[src/rtl/rv_isa_pkg.sv]
// +-----------------------------------------------------------------------------+
// | Module  : rv_isa_pkg                                                        |
// | Brief   : RV32I subset constants shared by the instruction encoder.         |
// | Rev     : 1.0  initial release                                              |
// +-----------------------------------------------------------------------------+
`default_nettype none

package rv_isa_pkg;

    localparam logic [2:0] OP_ADD     = 3'd0;
    localparam logic [2:0] OP_OR      = 3'd1;
    localparam logic [2:0] OP_SLL     = 3'd2;
    localparam logic [2:0] OP_ADDI    = 3'd3;
    localparam logic [2:0] OP_LH      = 3'd4;
    localparam logic [2:0] OP_SH      = 3'd5;
    localparam logic [2:0] OP_BNE     = 3'd6;
    localparam logic [2:0] OP_ILLEGAL = 3'd7;

    localparam logic [6:0] OPC_R      = 7'b0110011;
    localparam logic [6:0] OPC_I      = 7'b0010011;
    localparam logic [6:0] OPC_LOAD   = 7'b0000011;
    localparam logic [6:0] OPC_STORE  = 7'b0100011;
    localparam logic [6:0] OPC_BRANCH = 7'b1100011;

    localparam logic [2:0] F3_ADD  = 3'b000;
    localparam logic [2:0] F3_OR   = 3'b110;
    localparam logic [2:0] F3_SLL  = 3'b001;
    localparam logic [2:0] F3_ADDI = 3'b000;
    localparam logic [2:0] F3_LH   = 3'b001;
    localparam logic [2:0] F3_SH   = 3'b001;
    localparam logic [2:0] F3_BNE  = 3'b001;

    localparam logic [6:0] F7_ZERO = 7'b0000000;

    function automatic logic op_is_legal(input logic [2:0] op);
        return op != OP_ILLEGAL;
    endfunction

endpackage

`default_nettype wire

[src/rtl/codifica_campos.sv]
// +-----------------------------------------------------------------------------+
// | Module  : codifica_campos                                                   |
// | Brief   : Combinational field-set to RV32I word encoder.                    |
// | Rev     : 1.0  initial release                                              |
// +-----------------------------------------------------------------------------+
`default_nettype none

module codifica_campos
    import rv_isa_pkg::*;
(
    input  logic [2:0]  op,
    input  logic [4:0]  rs1,
    input  logic [4:0]  rs2,
    input  logic [4:0]  rd,
    input  logic [11:0] imediato,
    output logic [31:0] word,
    output logic        legal
);

    always_comb begin
        word  = '0;
        legal = 1'b1;
        case (op)
            OP_ADD:  word = {F7_ZERO, rs2, rs1, F3_ADD, rd, OPC_R};
            OP_OR:   word = {F7_ZERO, rs2, rs1, F3_OR,  rd, OPC_R};
            OP_SLL:  word = {F7_ZERO, rs2, rs1, F3_SLL, rd, OPC_R};
            OP_ADDI: word = {imediato, rs1, F3_ADDI, rd, OPC_I};
            OP_LH:   word = {imediato, rs1, F3_LH,   rd, OPC_LOAD};
            OP_SH:   word = {imediato[11:5], rs2, rs1, F3_SH, imediato[4:0], OPC_STORE};
            // Branch immediate uses the plain store split, matching the core decoder.
            OP_BNE:  word = {imediato[11:5], rs2, rs1, F3_BNE, imediato[4:0], OPC_BRANCH};
            default: legal = 1'b0;
        endcase
    end

endmodule

`default_nettype wire

[src/rtl/codificador_instrucoes.sv]
// +-----------------------------------------------------------------------------+
// | Module  : codificador_instrucoes                                            |
// | Brief   : valid/ready field-set encoder writing RV32I words sequentially.   |
// | Rev     : 1.0  initial release                                              |
// +-----------------------------------------------------------------------------+
`default_nettype none

module codificador_instrucoes
    import rv_isa_pkg::*;
#(
    parameter int DEPTH  = 3,
    parameter int ADDR_W = 2
) (
    input  logic              clock,
    input  logic              reset,
    input  logic              clear,
    input  logic              in_valid,
    output logic              in_ready,
    input  logic [2:0]        op,
    input  logic [4:0]        rs1,
    input  logic [4:0]        rs2,
    input  logic [4:0]        rd,
    input  logic [11:0]       imediato,
    output logic              mem_we,
    output logic [ADDR_W-1:0] mem_addr,
    output logic [31:0]       mem_wdata,
    output logic [ADDR_W:0]   count,
    output logic              full,
    output logic              erro
);

    localparam logic [ADDR_W:0] c_depth = (ADDR_W+1)'(DEPTH);
    localparam logic [ADDR_W:0] c_one   = (ADDR_W+1)'(1);

    logic              w_flush;
    logic              w_full;
    logic              w_accept;
    logic [31:0]       w_word;
    logic              w_legal;

    logic [ADDR_W:0]   r_count;
    logic              r_erro;

    logic              r_s1_valid;
    logic [2:0]        r_s1_op;
    logic [4:0]        r_s1_rs1;
    logic [4:0]        r_s1_rs2;
    logic [4:0]        r_s1_rd;
    logic [11:0]       r_s1_imm;
    logic [ADDR_W-1:0] r_s1_addr;

    logic              r_s2_valid;
    logic [ADDR_W-1:0] r_s2_addr;
    logic [31:0]       r_s2_word;

    assign w_flush  = reset || clear;
    assign w_full   = (r_count == c_depth);
    assign in_ready = !w_full && !w_flush;
    assign w_accept = in_valid && in_ready;

    assign count     = r_count;
    assign full      = w_full;
    assign erro      = r_erro;
    // Gated so a flush cycle never strobes the memory, even with S2 loaded.
    assign mem_we    = r_s2_valid && !w_flush;
    assign mem_addr  = r_s2_addr;
    assign mem_wdata = r_s2_word;

    // Slot reservation and sticky error status.
    always_ff @(posedge clock) begin
        if (w_flush) begin
            r_count <= '0;
            r_erro  <= 1'b0;
        end else if (w_accept) begin
            if (op_is_legal(op)) begin
                r_count <= r_count + c_one;
            end else begin
                r_erro <= 1'b1;
            end
        end
    end

    // S1: capture the field set; illegal ops are dropped here.
    always_ff @(posedge clock) begin
        if (w_flush) begin
            r_s1_valid <= 1'b0;
            r_s1_op    <= '0;
            r_s1_rs1   <= '0;
            r_s1_rs2   <= '0;
            r_s1_rd    <= '0;
            r_s1_imm   <= '0;
            r_s1_addr  <= '0;
        end else begin
            r_s1_valid <= w_accept && op_is_legal(op);
            if (w_accept) begin
                r_s1_op   <= op;
                r_s1_rs1  <= rs1;
                r_s1_rs2  <= rs2;
                r_s1_rd   <= rd;
                r_s1_imm  <= imediato;
                r_s1_addr <= r_count[ADDR_W-1:0];
            end
        end
    end

    codifica_campos u_codifica_campos (
        .op       (r_s1_op),
        .rs1      (r_s1_rs1),
        .rs2      (r_s1_rs2),
        .rd       (r_s1_rd),
        .imediato (r_s1_imm),
        .word     (w_word),
        .legal    (w_legal)
    );

    // S2: registered encoded word presented to the memory.
    always_ff @(posedge clock) begin
        if (w_flush) begin
            r_s2_valid <= 1'b0;
            r_s2_addr  <= '0;
            r_s2_word  <= '0;
        end else begin
            r_s2_valid <= r_s1_valid && w_legal;
            if (r_s1_valid) begin
                r_s2_addr <= r_s1_addr;
                r_s2_word <= w_word;
            end
        end
    end

endmodule

`default_nettype wire

[config.mk]
export PLATFORM = sky130hd
export DESIGN_NAME = codificador_instrucoes
export DESIGN_NICKNAME = d
export VERILOG_FILES = /design/src/rtl/rv_isa_pkg.sv /design/src/rtl/codifica_campos.sv /design/src/rtl/codificador_instrucoes.sv
export SDC_FILE = /design/constraint.sdc
export NUM_CORES = 1
export LEC_CHECK = 0
export CORE_UTILIZATION = 60
export DETAILED_ROUTE_END_ITERATION = 6
export DONT_BUFFER_PORTS = 1
export PLACE_DENSITY = 0.76
export RECOVER_POWER = 25
export SYNTH_ARGS = -nofsm -noshare
export SYNTH_HDL_FRONTEND = slang
export SYNTH_SLANG_ARGS = --single-unit
[constraint.sdc]
create_clock -name clock -period 2.1 [get_ports clock]
set_input_delay 0 -clock clock [delete_from_list [all_inputs] [get_ports clock]]
set_output_delay 0 -clock clock [all_outputs]
set_load 0.005 [all_outputs]
==> impl_metrics.env, run 1 <==
export IMPL_status="completed"
export IMPL_grtUsageTotal_pct=25.5
export IMPL_drive_above_1_share_pct=8.23
export IMPL_grt_max_degree=53
export IMPL_rsz0062_at_grt="no"
export IMPL_path_max_fanout=6
export IMPL_end_kind="flop"
export IMPL_ys_seq_area_share_pct=53.7
export IMPL_placedCellCount=314
export IMPL_leakage_uw=0.00113
export IMPL_max_freq_mhz=509
export IMPL_postSynth_asyncResetShare_pct=0
export IMPL_critical_path_slowest_cell="dlygate4sd3_1"
export IMPL_ioPinCount=75
export IMPL_required_ps=2380
export IMPL_critPathKind="reg2reg"
export IMPL_antenna_cells=0
export IMPL_fp_coreArea_um2=4030
export IMPL_hold_path_depth=2
export IMPL_antenna_found_initial=0
export IMPL_min_period_ps=1960
export IMPL_vias=2022
export IMPL_r2r_cells=6
export IMPL_die_x_um=67
export IMPL_clock_path_buffers=2
export IMPL_critPathLaunchType="flop"
export IMPL_path_cells="ha_1, ha_2, nor4b_4, nand3_1, dlygate4sd3_1, nand2_1"
export IMPL_instances_no_fill=366
export IMPL_finalHoldViolCount=0
export IMPL_syn_avg_cell_area_um2=8.96
export IMPL_netlist_instances=283
export IMPL_port_buffers=0
export IMPL_drcViolationCount=0
export IMPL_grt_pass1_vias=1790
export IMPL_synth_edff_count=0
export IMPL_tightest_slew_ps=827
export IMPL_total_power_uw=2820
export IMPL_cts_tree="done"
export IMPL_grt_pass1_wl_um=8290
export IMPL_numCtsBuffers=9
export IMPL_slew_viol_final=0
export IMPL_arrival_ps=2240
export IMPL_ant_nets=0
export IMPL_htreeDepth=3
export IMPL_root_buffer="clkbuf_8"
export IMPL_synth_warnings=0
export IMPL_fin_worst_skew_ps=5.43
export IMPL_routed_wl_um=5580
export IMPL_peakVddDrop_mv=0.609
export IMPL_fp_dieArea_um2=4490
export IMPL_vias_per_cell=5.52
export IMPL_rows=23
export IMPL_fin_nets=347
export IMPL_synth_top_flop_cell="dfxtp_1"
export IMPL_power_density_nw_per_um2=913
export IMPL_ys_types=31
export IMPL_clkSinkCount=68
export IMPL_dp_hpwl_um=3210
export IMPL_fp_dieH_um=67
export IMPL_hp_class="in2reg"
export IMPL_slew_headroom_pct=44.3
export IMPL_drtIter0Drc=216
export IMPL_overflow=0
export IMPL_initial_core_util_pct=62.9
export IMPL_cpPeakStageDelay_ps=570
export IMPL_routedWlPerCell_um=15.2
export IMPL_fin_setup_tns_ps=0
export IMPL_drv_cap=0
export IMPL_place_gp_congestion=0.742
export IMPL_drt_first_pass_iters=5
export IMPL_clock_latency_ps=330
export IMPL_syn_cell_area_um2=2530
export IMPL_path_clk_slew_ps=70
export IMPL_syn_to_final_growth_pct=21.9
export IMPL_timing_final_crit_share_pct=93.5
export IMPL_ys_ff_latch=68
export IMPL_postLayoutCoreUtil_pct=76.7
export IMPL_setup_viol=0
[stage by stage]
step           hold slack, ps  worst slack, ps  cell area (um2)
2_1_floorplan             108              547             2540
3_5_place_dp              116              263             2480
5_1_grt                  32.6             17.7             3090
6_report                 18.4              135             3090
4_1_cts                  8.89             21.4             3070
3_3_place_gp              111              364             2480
[synth_stat cells (5+ instances only)]
library cell,count,area share (%)
nor2_1,9,1.3
dfxtp_1,68,54
nand2_1,77,11
a22oi_1,10,3.0
o21ai_0,32,6.3
mux2i_1,5,2.0
buf_4,8,2.4
nand3_1,8,1.6
o21ai_1,12,2.4
a22o_1,12,4.1
[placed cells by master, fill, tap and decap left out, drive strengths merged]
cell type / netlist / layout
dlygate4sd3: 0 / 34
nand2b: 2 / 2
nand2: 78 / 78
o21bai: 1 / 1
nor2: 11 / 11
buf: 16 / 5
inv: 4 / 4
a22oi: 10 / 10
o31ai: 1 / 1
dfxtp: 68 / 68
and3: 1 / 1
nor4b: 1 / 1
a21oi: 4 / 4
clkinv: 0 / 1
mux2i: 5 / 5
xnor2: 2 / 2
a41oi: 1 / 1
a22o: 12 / 12
clkbuf: 7 / 12
or2: 1 / 1
conb: 1 / 2
nand3: 8 / 8
nand4b: 1 / 1
and2: 1 / 1
o21ai: 44 / 44
nor3b: 1 / 1
ha: 2 / 2
bufinv: 0 / 3
[repair_timing]
item,4_1_cts,5_1_grt
gates resized for setup,0,1
setup buffers,0,2
endpoints found under the setup margin,0,1
hold endpoints to repair,36,0
hold buffers,34,0
[power breakdown]
part           switching (uW)  total [uW]  internal (uW)
registers                23.7        1340           1320
logic                    77.2         152           74.6
clock network             474        1330            853
[state kept, by name (all words and copies together) (netlist names)]
| signal | flops |
|---|---|
| count | 3 |
| erro | 1 |
| mem_addr | 2 |
| mem_wdata | 28 |
| r_s1_addr | 2 |
| r_s1_imm | 12 |
| r_s1_op | 3 |
| r_s1_rd | 5 |
| r_s1_rs1 | 5 |
| r_s1_rs2 | 5 |
| r_s1_valid | 1 |
| r_s2_valid | 1 |
[worst max-delay path, delay by kind of cell (launching register included)]
kind	cells	cell delay [ps]
and+or+nand+nor	3	570
buffers and inverters	1	570
adders and majority gates	2	430
DFF	1	350
[layer usage]
metal / track usage (%) / wire (um) / share of wire (%)
met1: 31.5 / 2400 / 43
met5: 0 / 0 / 0
met2: 40.5 / 2710 / 49
met4: 11.4 / 59 / 1.1
met3: 7.36 / 411 / 7.4
[cell type report]
class                      instances  area, um2
sequential                        68       1360
multi-input combinational        189       1010
fill                             291        940
timing repair buffer              39        390
clock buffer                      12        155
clock inverter                     4       95.1
tap                               50       62.6
inverter                           4       15.0
[worst paths after layout]
path,start,endpoint,slack (ps)
max,count[0],count[1],140
max reg2reg,count[0],count[1],140
min,reset,mem_wdata[14],20
min reg2reg,r_s1_rs1[1],r_s1_rs1[1],450
[cell families after synthesis]
kind of cell / share of synthesized area [%]
compound gates: 17.5
fa+ha+maj: 0.987
simple gates: 18.3
flops: 53.7
xor+xnor: 0.691
mux: 1.97
buf+inv: 6.71
other cells: 0.148
No activity file was read; power rests on OpenSTA's default activity.
==> inputs of run 2 (changes only) <==
--- a/config.mk
+++ b/config.mk
@@ -5,6 +5,7 @@
 export SDC_FILE = /design/constraint.sdc
 export NUM_CORES = 1
 export LEC_CHECK = 0
+export CORE_ASPECT_RATIO = 0.6
 export CORE_UTILIZATION = 60
 export DETAILED_ROUTE_END_ITERATION = 6
 export DONT_BUFFER_PORTS = 1
==> run 2 against run 1 <==
Effect of this change: register-to-register slack improved by 200 ps; design area shrank 2.0%; sequential power about the same; via count decreased by 0.15%; count of clock-buffer cells in the layout unchanged; combinational power fell by 4%; maximum frequency is 11% higher; worst setup slack improved by 200 ps; routed wire length shrank 4.3%; critical endpoint is now count[2].
==> impl_metrics.env, run 2 (synthesized netlist as in run 1, its figures left out) <==
export IMPL_slew_viol_final=0
export IMPL_timing_final_crit_share_pct=84.2
export IMPL_clock_path_buffers=2
export IMPL_drcViolationCount=0
export IMPL_fp_dieH_um=52.4
export IMPL_port_buffers=0
export IMPL_fin_worst_skew_ps=5.76
export IMPL_path_max_fanout=44
export IMPL_grt_pass1_vias=1883
export IMPL_critPathMostFrequentCell="ha_1"
export IMPL_numCtsBuffers=9
export IMPL_dp_hpwl_um=3340
export IMPL_drtIter0Drc=82
export IMPL_setup_viol=0
export IMPL_fillers=270
export IMPL_rsz0062_at_grt="no"
export IMPL_power_density_nw_per_um2=844
export IMPL_routedWlPerCell_um=14.4
export IMPL_status="completed"
export IMPL_pwr_share_seq_pct=52.5
export IMPL_htreeDepth=3
export IMPL_fin_setup_tns_ps=0
export IMPL_rows=17
export IMPL_drv_cap=0
export IMPL_fp_dieArea_um2=4500
export IMPL_drt_first_pass_iters=4
export IMPL_peakVddDrop_mv=0.691
export IMPL_critPathLaunchType="flop"
export IMPL_clock_latency_ps=330
export IMPL_finalHoldViolCount=0
export IMPL_clkSinkCount=68
export IMPL_hp_class="in2reg"
export IMPL_place_gp_congestion=0.738
export IMPL_swShare_pct=21.8
export IMPL_fp_coreArea_um2=3850
export IMPL_grt_pass1_wl_um=8630
export IMPL_slew_headroom_pct=56.1
export IMPL_antenna_found_initial=0
export IMPL_layout_cells_most_common_list="77 x nand2_1, 68 x dfxtp_1, 32 x o21ai_0, 32 x dlygate4sd3_1"
export IMPL_p_switching_uw=557
export IMPL_cpPeakStageDelay_ps=360
export IMPL_vias=2019
export IMPL_fin_nets=345
export IMPL_grtUsageTotal_pct=26.0
export IMPL_antenna_cells=0
export IMPL_cts_resized=0
export IMPL_critical_path_slowest_cell="dfxtp_1"
export IMPL_ant_nets=0
export IMPL_initial_core_util_pct=65.8
export IMPL_clkPwrFrac_pct=41.8
export IMPL_power_internal_uw=2000
export IMPL_leakage_uw=0.00110
export IMPL_path_clk_slew_ps=70
export IMPL_largest_reg_flops=28
export IMPL_drive_above_1_share_pct=7.96
export IMPL_max_freq_mhz=565
export IMPL_root_buffer="clkbuf_8"
export IMPL_die_x_um=85.9
export IMPL_ioPinCount=75
export IMPL_arrival_ps=1990
export IMPL_end_kind="flop"
export IMPL_overflow=0
export IMPL_path_cells="ha_1, ha_1, nor4b_4, buf_12, nand2_2, nand3_1, o21ai_0"
export IMPL_final_common_cell="nand2_1"
export IMPL_required_ps=2320
export IMPL_placedCellCount=323
export IMPL_routed_wl_um=5340
export IMPL_cts_setup_buffers=0
export IMPL_vias_per_cell=5.44
export IMPL_cts_tree="done"
export IMPL_instances_no_fill=371
export IMPL_syn_to_final_growth_pct=19.4
export IMPL_power_frac_comb_pct=5.7
export IMPL_critPathKind="reg2reg"
export IMPL_grt_max_degree=45
export IMPL_tightest_slew_ps=651
export IMPL_min_period_ps=1770
-- run 2: cell count changes in the layout (fill, tap and decap cells not counted) --
cell           delta
bufinv_16         -2
dlygate4sd3_1     -2
clkinvlp_4        +1
ha_2              -1
ha_1              +1
clkinv_2          +1
-- run 2: through the flow --
step | hold WS, ps | util [%] | total power (uW) | worst slack, ps | cell area [um2]
floorplan | 108 | - | 1450 | 547 | 2540
global placement | 110 | 65.1 | 1460 | 396 | 2500
detailed placement | 117 | 65.1 | 1460 | 324 | 2500
CTS | 6.32 | 78.6 | 2580 | 317 | 3030
global route | 35.4 | 78.6 | 2650 | 192 | 3030
finish | 21.4 | 78.6 | 2560 | 331 | 3030
-- run 2: worst paths after layout --
path | endpoint | slack, ps | startpoint | cells after the start
max | count[2] | 330 | count[0] | 7
min | mem_wdata[14] | 20 | reset | 2
max reg2reg | count[2] | 330 | count[0] | 7
min reg2reg | r_s1_rs1[1] | 450 | r_s1_rs1[1] | 2
-- run 2: area by class of cell --
cell class | count | area, um2 | area share (%)
flip-flops and latches | 68 | 1360 | 45.0
repair buffers | 37 | 370 | 12.2
clock inverters | 4 | 47.5 | 1.57
clock buffers | 12 | 155 | 5.12
well taps | 57 | 71.3 | 2.36
multi-input cells | 189 | 1010 | 33.3
inverters | 4 | 15.0 | 0.496
-- run 2: timing repair --
| item | in CTS | in global routing |
|---|---|---|
| endpoints found under the setup margin | 0 | 0 |
| endpoints found under the hold margin | 33 | 0 |
| hold buffers | 32 | 0 |
-- run 2: layer usage --
layer  track usage [%]  up-vias  share of wire, %
li1                  -     1005                 -
met1              33.0      935                48
met2              40.6       72                44
met3              10.2        7               6.5
met4              8.89        0               1.1
met5                 0        -                 0
-- run 2: power by group through the flow --
stage	Combinational (uW)	Sequential (uW)	Clock [uW]
detailed placement	94.3	1370	0
finish	146	1340	1070
global route	162	1340	1150
floorplan	92.3	1360	0
global placement	90.8	1370	0
CTS	146	1340	1090
-- run 2: worst max-delay path, delay by kind of cell (launching register included) --
family                   cells  cell delay, ps
buffers and inverters        1             240
flip-flops                   1             360
adder cells (fa/ha/maj)      2             470
AND/OR/NAND/NOR              3             510
AO/OA/AOI/OAI                1              80
==> inputs of run 3 (changes only) <==
--- a/config.mk
+++ b/config.mk
@@ -5,6 +5,7 @@
 export SDC_FILE = /design/constraint.sdc
 export NUM_CORES = 1
 export LEC_CHECK = 0
+export ABC_AREA = 1
 export CORE_ASPECT_RATIO = 0.6
 export CORE_UTILIZATION = 60
 export DETAILED_ROUTE_END_ITERATION = 6
==> constraint.sdc (replaced) <==
create_clock -name clock -period 1.7 [get_ports clock]
set_input_delay 0 -clock clock [delete_from_list [all_inputs] [get_ports clock]]
set_output_delay 0 -clock clock [all_outputs]
set_load 0.005 [all_outputs]
==> run 3 against run 2 <==
Effect of this change: sequential cell count unchanged; area after synthesis increased by 4.3%; sequential power increased by 23%; die area increased by 4.2%; clock power increased by 48%; largest power group unchanged; highest routed layer unchanged.
==> impl_metrics.env, run 3 <==
export IMPL_drt_first_pass_iters=5
export IMPL_fin_worst_skew_ps=8.20
export IMPL_postLayoutCoreUtil_pct=77.4
export IMPL_synthTopCellsByArea="dfxtp_1 51%, nand2_1 18%, nand3_1 13%, buf_4 3.1%, o21ai_0 2.5%"
export IMPL_peakVddDrop_mv=0.752
export IMPL_critPathMostFrequentCell="ha_1"
export IMPL_cts_setup_buffers=0
export IMPL_overflow=0
export IMPL_fin_setup_tns_ps=0
export IMPL_clock_latency_ps=340
export IMPL_syn_to_final_growth_pct=21.9
export IMPL_critPathKind="reg2reg"
export IMPL_grt_pass1_wl_um=9850
export IMPL_fin_nets=413
export IMPL_cpPeakStageDelay_ps=340
export IMPL_dp_hpwl_um=4040
export IMPL_placedCellCount=393
export IMPL_hp_class="in2reg"
export IMPL_path_cells="ha_1, ha_1, inv_1, nand3_1, buf_4, o21ai_0, a21oi_1"
export IMPL_syn_cell_area_um2=2640
export IMPL_fillers=306
export IMPL_netlist_instances=347
export IMPL_port_buffers=0
export IMPL_grt_pass1_vias=1978
export IMPL_synth_most_common_cell="nand2_1"
export IMPL_initial_core_util_pct=63.5
export IMPL_clkSinkCount=68
export IMPL_required_ps=1930
export IMPL_clock_path_buffers=2
export IMPL_drive_above_1_share_pct=8.66
export IMPL_ys_seq_area_share_pct=51.5
export IMPL_numCtsBuffers=9
export IMPL_vias=2424
export IMPL_final_common_cell="nand2_1"
export IMPL_drcViolationCount=0
export IMPL_max_freq_mhz=647
export IMPL_yosys_area_top_type_share_pct=51.5
export IMPL_total_power_uw=3440
export IMPL_crit_family="adder cells"
export IMPL_worst_hold_slack_ps=40.4
export IMPL_path_clk_slew_ps=70
export IMPL_antenna_cells=0
export IMPL_rows=18
export IMPL_vias_per_cell=5.50
export IMPL_ys_ff_latch=68
export IMPL_synth_warnings=0
export IMPL_end_kind="flop"
export IMPL_critical_path_slowest_cell="dfxtp_1"
export IMPL_layout_cells_most_common_list="125 x nand2_1, 69 x nand3_1, 68 x dfxtp_1"
export IMPL_htreeDepth=3
export IMPL_grtUsageTotal_pct=29.6
export IMPL_fp_dieH_um=53.4
export IMPL_finalHoldViolCount=0
export IMPL_fp_dieArea_um2=4680
export IMPL_ant_nets=0
export IMPL_leakage_uw=0.00149
export IMPL_slew_headroom_pct=34.3
export IMPL_netlist_top_cells_count="125 x nand2_1, 69 x nand3_1, 68 x dfxtp_1"
export IMPL_min_period_ps=1550
export IMPL_ioPinCount=75
export IMPL_ys_types=19
export IMPL_synth_top_cell_by_area="dfxtp_1"
export IMPL_tightest_slew_ps=983
export IMPL_power_density_nw_per_um2=1070
export IMPL_instances_no_fill=441
export IMPL_setup_viol=0
export IMPL_drtIter0Drc=266
export IMPL_syn_avg_cell_area_um2=7.62
export IMPL_arrival_ps=1780
export IMPL_root_buffer="clkbuf_8"
export IMPL_largest_reg_flops=28
export IMPL_status="completed"
export IMPL_critPathBufInv=2
export IMPL_cts_tree="done"
export IMPL_routed_wl_um=6460
export IMPL_rsz0062_at_grt="no"
export IMPL_postSynth_asyncResetShare_pct=0
export IMPL_timing_final_crit_share_pct=90.9
export IMPL_fp_coreArea_um2=4170
export IMPL_drv_cap=0
export IMPL_synth_top_flop_cell="dfxtp_1"
export IMPL_place_gp_congestion=0.771
export IMPL_critPathLaunchType="flop"
export IMPL_routedWlPerCell_um=14.7
export IMPL_grt_max_degree=28
export IMPL_antenna_found_initial=0
export IMPL_synth_edff_count=0
export IMPL_slew_viol_final=0
export IMPL_die_x_um=87.7
export IMPL_path_max_fanout=15
-- run 3: through the flow --
stage	setup slack, ps	area, um2
global placement	283	2660
global route	45.3	3220
CTS	157	3220
detailed placement	159	2660
finish	154	3220
floorplan	262	2650
-- run 3: kinds of logic (layout without fill, tap and decap cells) --
logic type | count (synthesis) | after routing | synth area share, %
and+or+nand+nor | 211 | 211 | 34.5
DFF | 68 | 68 | 51.5
buffers and inverters | 40 | 73 | 7.71
AOI/OAI and AO/OA | 25 | 25 | 5.16
adders and majority gates | 2 | 2 | 0.946
other | 1 | 2 | 0.142
-- run 3: where the power goes --
| group | internal [uW] | switching, uW | total (uW) |
|---|---|---|---|
| combinational | 90.5 | 114 | 204 |
| sequential | 1620 | 26.1 | 1650 |
| clock | 1000 | 584 | 1580 |
-- run 3: final timing paths --
| kind | from | to | slack [ps] | cells past startpoint |
|---|---|---|---|---|
| setup reg to reg | count[0] | r_s1_rs1[2] | 150 | 7 |
| setup / recovery | count[0] | r_s1_rs1[2] | 150 | 7 |
| hold reg to reg | r_s1_addr[0] | mem_addr[0] | 460 | 2 |
| hold / removal | op[2] | r_s1_valid | 40 | 3 |
-- run 3: worst reg2reg max path: stages, from the launching register on --
cell and delay (ps):
dfxtp_1 340, ha_1 210, ha_1 190, inv_1 110
nand3_1 100, buf_4 200, o21ai_0 220, a21oi_1 70
-- run 3: timing repair --
item | CTS | global route
hold endpoints to repair | 40 | 0
hold buffers | 33 | 0
gates resized for setup | 0 | 0
-- run 3: area by class of cell --
class | count | area, um2 | share of cell area (%)
clock buffers | 10 | 138 | 4.27
clock inverters | 5 | 100 | 3.11
inverters | 17 | 63.8 | 1.98
multi-input cells | 240 | 1080 | 33.6
flip-flops and latches | 68 | 1360 | 42.2
well taps | 60 | 75.1 | 2.33
repair buffers | 41 | 403 | 12.5
-- run 3: routing by layer --
| metal | vias to the layer above | wire [um] | track usage, % |
|---|---|---|---|
| met5 | - | 0 | 0 |
| met4 | 0 | 157 | 13.1 |
| met3 | 19 | 684 | 11.9 |
| met2 | 138 | 2570 | 38.9 |
| met1 | 1096 | 3060 | 41.5 |
| li1 | 1171 | - | - |
